--- src/rtl/vga_timing_if.sv ---
// Raster timing bundle between the VGA timing generator and its consumers
// (column renderer, framebuffer read port, sync pads).
interface vga_timing_if #(
    parameter int X_W     = 10,
    parameter int Y_W     = 10,
    parameter int FRAME_W = 16
);
    logic               en;
    logic               restart;
    logic               pix_en;
    logic [X_W-1:0]     x;
    logic [Y_W-1:0]     y;
    logic               active;
    logic               hsync;
    logic               vsync;
    logic               line_start;
    logic               frame_start;
    logic [FRAME_W-1:0] frame_cnt;

    modport master (
        input  en, restart,
        output pix_en, x, y, active, hsync, vsync, line_start, frame_start, frame_cnt
    );

    modport slave (
        output en, restart,
        input  pix_en, x, y, active, hsync, vsync, line_start, frame_start, frame_cnt
    );
endinterface

--- src/rtl/vga_timing_gen.sv ---
// Parametrised VGA raster timing generator: pixel-clock enable, x/y position,
// sync/active decode, line/frame strobes and a completed-frame counter.
module vga_timing_gen #(
    parameter int H_ACTIVE = 640,
    parameter int H_FP     = 16,
    parameter int H_SYNC   = 96,
    parameter int H_BP     = 48,
    parameter int V_ACTIVE = 480,
    parameter int V_FP     = 10,
    parameter int V_SYNC   = 2,
    parameter int V_BP     = 33,
    parameter bit HS_POL   = 1'b0,
    parameter bit VS_POL   = 1'b0,
    parameter int CLK_DIV  = 4,
    parameter int X_W      = 10,
    parameter int Y_W      = 10,
    parameter int FRAME_W  = 16
) (
    input  logic       clk,
    input  logic       rst_n,
    vga_timing_if.master bus
);
    localparam int H_TOTAL  = H_ACTIVE + H_FP + H_SYNC + H_BP;
    localparam int V_TOTAL  = V_ACTIVE + V_FP + V_SYNC + V_BP;
    localparam int HS_START = H_ACTIVE + H_FP;
    localparam int HS_END   = HS_START + H_SYNC;
    localparam int VS_START = V_ACTIVE + V_FP;
    localparam int VS_END   = VS_START + V_SYNC;
    localparam int DIV_W    = (CLK_DIV > 1) ? $clog2(CLK_DIV) : 1;

    localparam logic [DIV_W-1:0] DIV_LAST = DIV_W'(CLK_DIV - 1);
    localparam logic [X_W-1:0]   X_LAST   = X_W'(H_TOTAL - 1);
    localparam logic [Y_W-1:0]   Y_LAST   = Y_W'(V_TOTAL - 1);
    localparam logic             HS_IDLE  = ~HS_POL;
    localparam logic             VS_IDLE  = ~VS_POL;

    // Parameter sanity: counters must hold the full raster, porches must separate sync from wrap
    generate
        if (H_TOTAL > (2 ** X_W)) begin : g_bad_x_w
            $error("vga_timing_gen: H_TOTAL does not fit in X_W bits");
        end
        if (V_TOTAL > (2 ** Y_W)) begin : g_bad_y_w
            $error("vga_timing_gen: V_TOTAL does not fit in Y_W bits");
        end
        if (H_BP < 1 || V_BP < 1) begin : g_bad_bp
            $error("vga_timing_gen: H_BP and V_BP must be at least 1");
        end
        if (CLK_DIV < 1) begin : g_bad_div
            $error("vga_timing_gen: CLK_DIV must be at least 1");
        end
    endgenerate

    function automatic logic decode_active(input logic [X_W-1:0] xv, input logic [Y_W-1:0] yv);
        return (xv < X_W'(H_ACTIVE)) && (yv < Y_W'(V_ACTIVE));
    endfunction

    function automatic logic decode_hsync(input logic [X_W-1:0] xv);
        return ((xv >= X_W'(HS_START)) && (xv < X_W'(HS_END))) ? HS_POL : HS_IDLE;
    endfunction

    function automatic logic decode_vsync(input logic [Y_W-1:0] yv);
        return ((yv >= Y_W'(VS_START)) && (yv < Y_W'(VS_END))) ? VS_POL : VS_IDLE;
    endfunction

    logic [DIV_W-1:0]   div_cnt_r;
    logic [DIV_W-1:0]   div_next_s;
    logic               tick_s;
    logic [X_W-1:0]     x_r;
    logic [X_W-1:0]     x_next_s;
    logic [Y_W-1:0]     y_r;
    logic [Y_W-1:0]     y_next_s;
    logic               frame_wrap_s;
    logic               pix_en_r;
    logic               active_r;
    logic               hsync_r;
    logic               vsync_r;
    logic               line_start_r;
    logic               frame_start_r;
    logic [FRAME_W-1:0] frame_cnt_r;

    // Divider: the pixel strobe fires on the edge that lands the count on its last value
    always_comb begin
        div_next_s = div_cnt_r;
        if (div_cnt_r == DIV_LAST) begin
            div_next_s = {DIV_W{1'b0}};
        end else begin
            div_next_s = div_cnt_r + DIV_W'(1);
        end
        tick_s = (div_next_s == DIV_LAST);
    end

    // Next raster position; y only moves when x wraps
    always_comb begin
        x_next_s     = x_r;
        y_next_s     = y_r;
        frame_wrap_s = 1'b0;
        if (x_r == X_LAST) begin
            x_next_s = {X_W{1'b0}};
            if (y_r == Y_LAST) begin
                y_next_s     = {Y_W{1'b0}};
                frame_wrap_s = 1'b1;
            end else begin
                y_next_s = y_r + Y_W'(1);
            end
        end else begin
            x_next_s = x_r + X_W'(1);
        end
    end

    // Timing state: restart beats en and discards a coincident pixel advance
    always_ff @(posedge clk or negedge rst_n) begin
        if (!rst_n) begin
            div_cnt_r     <= {DIV_W{1'b0}};
            pix_en_r      <= 1'b0;
            x_r           <= X_LAST;
            y_r           <= Y_LAST;
            active_r      <= 1'b0;
            hsync_r       <= HS_IDLE;
            vsync_r       <= VS_IDLE;
            line_start_r  <= 1'b0;
            frame_start_r <= 1'b0;
            frame_cnt_r   <= {FRAME_W{1'b0}};
        end else if (bus.restart) begin
            div_cnt_r     <= {DIV_W{1'b0}};
            pix_en_r      <= 1'b0;
            x_r           <= X_LAST;
            y_r           <= Y_LAST;
            active_r      <= 1'b0;
            hsync_r       <= HS_IDLE;
            vsync_r       <= VS_IDLE;
            line_start_r  <= 1'b0;
            frame_start_r <= 1'b0;
        end else if (bus.en) begin
            div_cnt_r <= div_next_s;
            pix_en_r  <= tick_s;
            if (tick_s) begin
                x_r           <= x_next_s;
                y_r           <= y_next_s;
                active_r      <= decode_active(x_next_s, y_next_s);
                hsync_r       <= decode_hsync(x_next_s);
                vsync_r       <= decode_vsync(y_next_s);
                line_start_r  <= (x_r == X_LAST);
                frame_start_r <= frame_wrap_s;
                if (frame_wrap_s) begin
                    frame_cnt_r <= frame_cnt_r + FRAME_W'(1);
                end else begin
                    frame_cnt_r <= frame_cnt_r;
                end
            end else begin
                line_start_r  <= 1'b0;
                frame_start_r <= 1'b0;
            end
        end else begin
            pix_en_r      <= 1'b0;
            line_start_r  <= 1'b0;
            frame_start_r <= 1'b0;
        end
    end

    assign bus.pix_en      = pix_en_r;
    assign bus.x           = x_r;
    assign bus.y           = y_r;
    assign bus.active      = active_r;
    assign bus.hsync       = hsync_r;
    assign bus.vsync       = vsync_r;
    assign bus.line_start  = line_start_r;
    assign bus.frame_start = frame_start_r;
    assign bus.frame_cnt   = frame_cnt_r;
endmodule

--- src/flat_wrapper.sv ---
// flat-port wrapper written by rule: the top's interface ports become plain ports
module vga_timing_gen_flat 
#(
    parameter int H_ACTIVE = 640,
    parameter int H_FP     = 16,
    parameter int H_SYNC   = 96,
    parameter int H_BP     = 48,
    parameter int V_ACTIVE = 480,
    parameter int V_FP     = 10,
    parameter int V_SYNC   = 2,
    parameter int V_BP     = 33,
    parameter bit HS_POL   = 1'b0,
    parameter bit VS_POL   = 1'b0,
    parameter int CLK_DIV  = 4,
    parameter int X_W      = 10,
    parameter int Y_W      = 10,
    parameter int FRAME_W  = 16
)
  (clk, rst_n, bus_en, bus_restart, bus_pix_en, bus_x, bus_y, bus_active, bus_hsync, bus_vsync, bus_line_start, bus_frame_start, bus_frame_cnt);
  vga_timing_if #(.X_W(X_W), .Y_W(Y_W), .FRAME_W(FRAME_W)) bus_i ();
  input  logic clk;
  input  logic rst_n;
  input wire logic [$bits(bus_i.en)-1:0] bus_en;
  input wire logic [$bits(bus_i.restart)-1:0] bus_restart;
  output wire logic [$bits(bus_i.pix_en)-1:0] bus_pix_en;
  output wire logic [$bits(bus_i.x)-1:0] bus_x;
  output wire logic [$bits(bus_i.y)-1:0] bus_y;
  output wire logic [$bits(bus_i.active)-1:0] bus_active;
  output wire logic [$bits(bus_i.hsync)-1:0] bus_hsync;
  output wire logic [$bits(bus_i.vsync)-1:0] bus_vsync;
  output wire logic [$bits(bus_i.line_start)-1:0] bus_line_start;
  output wire logic [$bits(bus_i.frame_start)-1:0] bus_frame_start;
  output wire logic [$bits(bus_i.frame_cnt)-1:0] bus_frame_cnt;
  assign bus_i.en = bus_en;
  assign bus_i.restart = bus_restart;
  assign bus_pix_en = bus_i.pix_en;
  assign bus_x = bus_i.x;
  assign bus_y = bus_i.y;
  assign bus_active = bus_i.active;
  assign bus_hsync = bus_i.hsync;
  assign bus_vsync = bus_i.vsync;
  assign bus_line_start = bus_i.line_start;
  assign bus_frame_start = bus_i.frame_start;
  assign bus_frame_cnt = bus_i.frame_cnt;
  vga_timing_gen #(.H_ACTIVE(H_ACTIVE), .H_FP(H_FP), .H_SYNC(H_SYNC), .H_BP(H_BP), .V_ACTIVE(V_ACTIVE), .V_FP(V_FP), .V_SYNC(V_SYNC), .V_BP(V_BP), .HS_POL(HS_POL), .VS_POL(VS_POL), .CLK_DIV(CLK_DIV), .X_W(X_W), .Y_W(Y_W), .FRAME_W(FRAME_W)) u_core (.clk(clk), .rst_n(rst_n), .bus(bus_i));
endmodule
--- config.mk ---
export PLATFORM = sky130hd
export DESIGN_NAME = vga_timing_gen_flat
export DESIGN_NICKNAME = d
export VERILOG_FILES = /design/src/rtl/vga_timing_if.sv /design/src/rtl/vga_timing_gen.sv /design/src/flat_wrapper.sv
export SDC_FILE = /design/constraint.sdc
export NUM_CORES = 1
export LEC_CHECK = 0
export ABC_AREA = 1
export CAP_MARGIN = 20
export CORE_ASPECT_RATIO = 1.1
export CORE_UTILIZATION = 55
export DETAILED_ROUTE_END_ITERATION = 8
export GPL_TIMING_DRIVEN = 0
export PLACE_DENSITY = 0.9
export SLEW_MARGIN = 5
export SYNTH_ARGS = -nofsm -noshare
export SYNTH_HDL_FRONTEND = slang
export SYNTH_SLANG_ARGS = --single-unit
--- constraint.sdc ---
create_clock -name clk -period 3.04 [get_ports clk]
set_input_delay 0.304 -clock clk [delete_from_list [all_inputs] [get_ports clk]]
set_output_delay 0.304 -clock clk [all_outputs]
set_load 0.05 [all_outputs]
==> summary.txt <==
Clock tree
  • CTS H-Tree Depth: 2
  • TritonCTS clock tree: done
  • Gates resized, CTS repair: 0
  • Clock-pin slew on the worst setup and hold paths: 90 ps
  • Source-to-sink clock delay at the later pin of the worst-skew pair: 310 ps
  • Inserted Clock Buffers: 5
  • Maximum buffer depth of the clock tree: 2
  • Clock tree root driver cell: sky130_fd_sc_hd__clkbuf_8
  • Sinks on Clock Net: 44

Cells and area
  • Final cell count without fillers: 464
  • Final cell area excluding filler cells: 0.00334 sq mm
  • Fraction of layout instances using a drive strength above 1: 0.113
  • Number of antenna cells inserted: 0
  • Number of filler cells placed in the layout: 385
  • # nets final: 417
  • Area added between synthesis and finish: 23.3%

Worst setup path
  • Critical path cell sequence: inv_1, ha_1, nand2_1, inv_1, nor2_1, inv_1, clkbuf_1, o22ai_1
  • Setup slack on the worst flop-to-flop path: 720 ps
  • Type of the worst setup path: flip-flop to flip-flop
  • Startpoint of the most critical register-to-register path: u_core.div_cnt_r[0]
  • Slowest library cell on the worst path: sky130_fd_sc_hd__nor2_1
  • Maximum fanout along the worst path: 10
  • Endpoint type of the worst setup path: flip-flop
  • Launching instance or port of the critical path: u_core.div_cnt_r[0]
  • Cell repeated most along the worst path: sky130_fd_sc_hd__inv_1
  • Data arrival time of the worst path: 2540 ps
  • Reg-to-reg critical path endpoint: u_core.bus.x[6]
  • Required time worst endpoint: 3260 ps
  • Largest stage delay on the critical path: 450 ps
  • FF-to-FF path depth: 8
  • Type of element launching the critical path: flip-flop

Synthesis
  • Average cell area after synthesis: 7.65 sq um
  • Share of synthesized registers carrying an async set or reset: 1.00
  • Most instantiated flip-flop cell in the synthesis netlist: sky130_fd_sc_hd__dfrtp_1
  • Post-synthesis sequential area ratio: 0.412
  • Post-synthesis instance area: 0.00271 sq mm
  • Flip-flop and latch count after synthesis: 44
  • Post-synth cell types: 35
  • Synthesized netlist cell count: 354
  • Syn_nets: 364
  • Yosys warns: 0
  • Number of flops mapped to enable cells by yosys: 0

Drt
  • Wire length per cell: 14.7 um
  • Highest signal layer in the routed design: met4
  • DRT iter0 DRCs: 258
  • DRC viols: 0
  • Final ANT Viol Nets: 0
  • Via count of the routed design: 2621
  • Vias per cell: 5.65
  • Routed wire length on met3: 415 um
  • M1 WL: 2870 um
  • Overall routed net length: 6800 um
  • Routed met2 length: 3350 um
  • First-pass DRT Iterations: 5

Floorplan
  • Die W: 68.9 um
  • Number of top-level pins: 46
  • Die Height: 75.6 um
  • Core Footprint: 0.00468 sq mm
  • Effective utilization at floorplan: 0.578
  • Area of the die: 0.00521 sq mm
  • Total number of placement rows: 26

STA
  • Fin worst setup slack: 718 ps
  • Period Utilization, post-route: 0.764
  • Final number of setup-violating endpoints: 0
  • Setup repair after global routing missed its margin: no
  • Maximum achievable frequency: 431 MHz
  • Final period demand of the worst path: 2320 ps
  • Max-slew headroom: 0.608
  • Final Max Slew Viols: 0
  • Sum of negative setup slack: 0 ps
  • Clock skew after layout: 8.32 ps
  • Transition time at the pin with the least slew margin: 584 ps
  • Number of hold violations in the final report: 0

Power
  • Switching Power: 568 uW
  • Internal power component: 945 uW
  • Total power divided by cell area: 454 mW/mm^2
  • Clock power frac: 0.262
  • Peak VDD IR: 0.328 mV
  • Part of the power in registers: 0.440
  • Sw Share: 0.376
  • Combinational share of power: 0.298
  • Static power due to leakage: 0.00163 uW

Min path
  • End point of the worst hold path: u_core.bus.x[1]
  • Worst hold path depth: 3
  • Min-delay worst type: input port to flip-flop
  • Worst hold path startpoint: bus_restart

GRT
  • Maximum number of pins on one net before global-route repair: 30
  • Number of antenna violations at the first check in global routing: 0
  • First-pass GRT wire length: 11200 um
  • Via count of the first global-routing pass: 2461
  • Overflow left after global routing: 0
  • Global-route usage over all layers: 0.291

Placed design
  • I/O Buffers: 44
  • Count of placed standard cells including taps: 455
  • Post-detail-place hpwl: 5030 um
  • Instance area at placement: 0.00323 sq mm
  • Final Wtd Congestion: 0.940
  • Pre-CTS setup slack: 702 ps

Status
  • Outcome: finished clean

Job
  • Maxcap violations: 0
## layout by cell type (no fill, tap or decap), types with 3 or more instances in the layout
cell                              instances
sky130_fd_sc_hd__o22ai_1                 10
sky130_fd_sc_hd__nor3_1                   4
sky130_fd_sc_hd__xor2_1                   8
sky130_fd_sc_hd__o21ai_0                 15
sky130_fd_sc_hd__ha_1                     6
sky130_fd_sc_hd__inv_1                   44
sky130_fd_sc_hd__nor2_2                   4
sky130_fd_sc_hd__nand2_2                  4
sky130_fd_sc_hd__nor2_4                   3
sky130_fd_sc_hd__dfrtp_1                 32
sky130_fd_sc_hd__clkdlybuf4s50_1         43
sky130_fd_sc_hd__nand3_1                 28
sky130_fd_sc_hd__nand2_1                 93
sky130_fd_sc_hd__clkbuf_1                 3
sky130_fd_sc_hd__nand4_1                 10
sky130_fd_sc_hd__nor2_1                  43
sky130_fd_sc_hd__dfstp_2                 12
sky130_fd_sc_hd__clkbuf_8                 6
sky130_fd_sc_hd__xnor2_1                  5
sky130_fd_sc_hd__a22oi_1                  3
sky130_fd_sc_hd__a21oi_1                  6
## stage by stage
stage	power [uW]	hold WS, ps	utilization
after floorplan	977	8.41	-
final	1510	370	0.712
after global routing	1590	414	0.712
after CTS	1520	360	0.712
after detailed placement	1120	253	0.690
after global placement	1110	484	0.687
## sequential cells by signal (all words and copies together) (netlist names), 2 cells and up
signal	count
u_core.bus.frame_cnt	16
u_core.bus.x	10
u_core.div_cnt_r	2
u_core.bus.y	10
## power by group through the flow
| stage | clock network [uW] | registers (uW) | logic (uW) |
|---|---|---|---|
| 2_1_floorplan | 0 | 781 | 196 |
| 3_3_place_gp | 0 | 672 | 433 |
| 3_5_place_dp | 0 | 673 | 448 |
| 4_1_cts | 404 | 664 | 450 |
| 5_1_grt | 425 | 671 | 490 |
| 6_report | 397 | 665 | 451 |
## cells in the mapped netlist, types with 2 or more instances
| master | count | area (sq um) |
|---|---|---|
| sky130_fd_sc_hd__xor2_1 | 8 | 70.1 |
| sky130_fd_sc_hd__nor3_1 | 4 | 20.0 |
| sky130_fd_sc_hd__ha_1 | 6 | 75.1 |
| sky130_fd_sc_hd__dfrtp_1 | 32 | 801 |
| sky130_fd_sc_hd__nand3_1 | 28 | 140 |
| sky130_fd_sc_hd__o21ai_0 | 15 | 75.1 |
| sky130_fd_sc_hd__o22ai_1 | 10 | 62.6 |
| sky130_fd_sc_hd__inv_1 | 44 | 165 |
| sky130_fd_sc_hd__nand2_2 | 4 | 25.0 |
| sky130_fd_sc_hd__dfstp_2 | 12 | 315 |
| sky130_fd_sc_hd__nand4_1 | 10 | 62.6 |
| sky130_fd_sc_hd__nor2_4 | 3 | 33.8 |
| sky130_fd_sc_hd__nor3_2 | 2 | 20.0 |
| sky130_fd_sc_hd__o31ai_1 | 2 | 15.0 |
| sky130_fd_sc_hd__inv_2 | 2 | 7.51 |
| sky130_fd_sc_hd__a22oi_1 | 3 | 22.5 |
| sky130_fd_sc_hd__xnor2_1 | 5 | 43.8 |
| sky130_fd_sc_hd__nor2_8 | 2 | 40.0 |
| sky130_fd_sc_hd__a21oi_1 | 6 | 30.0 |
| sky130_fd_sc_hd__clkbuf_1 | 2 | 7.51 |
| sky130_fd_sc_hd__nor2_1 | 43 | 161 |
| sky130_fd_sc_hd__nand2_1 | 93 | 349 |
| sky130_fd_sc_hd__nor2_2 | 4 | 25.0 |
| sky130_fd_sc_hd__nand2_4 | 2 | 22.5 |
| sky130_fd_sc_hd__nand3_4 | 2 | 35.0 |
## cell families (layout without fill, tap and decap cells)
group                      Yosys count  after routing  synth area share
and+or+nand+nor                    201            201             0.357
buffers and inverters               50            104            0.0698
DFF                                 44             44             0.412
AOI/OAI and AO/OA                   39             39            0.0846
xor gates and xnor gates            14             14            0.0481
adders and majority gates            6              6            0.0277
## layout make-up
type / count / area (sq um) / share of cell area
flip-flops and latches: 44 / 1120 / 0.335
multi-input cells: 260 / 1400 / 0.420
clock inverters: 1 / 7.51 / 0.00225
inverters: 46 / 173 / 0.0518
well taps: 56 / 70.1 / 0.0210
repair buffers: 46 / 465 / 0.140
clock buffers: 7 / 86.3 / 0.0259
plain buffers: 4 / 16.3 / 0.00488
## per-layer routing
layer,vias up,GRT usage
met5,-,0
met4,0,0.129
met3,21,0.0599
met2,110,0.475
met1,1236,0.370
li1,1254,-
## worst max-delay path, delay by kind of cell, from the launching register on
family                     cells  cell delay, ps
DFF                            1             380
buffers and inverters          4             770
and+or+nand+nor                2             620
AOI/OAI and AO/OA              1             250
adders and majority gates      1             210
## timing repair
item,4_1_cts,5_1_grt
buffers inserted,0,0
endpoints found under the setup margin,0,0
hold buffers,1,0
hold endpoints to repair,9,0
## worst max path at each step
stage,endpoint,slack [ps],cells after the start
floorplan,u_core.bus.frame_cnt[10],960,12
global placement,u_core.bus.frame_cnt[10],490,1
detailed placement,u_core.bus.x[6],700,7
CTS,u_core.bus.x[6],800,8
global route,u_core.bus.x[7],560,8
finish,u_core.bus.x[6],720,8
Note: power is estimated with default switching activity, not from simulation.
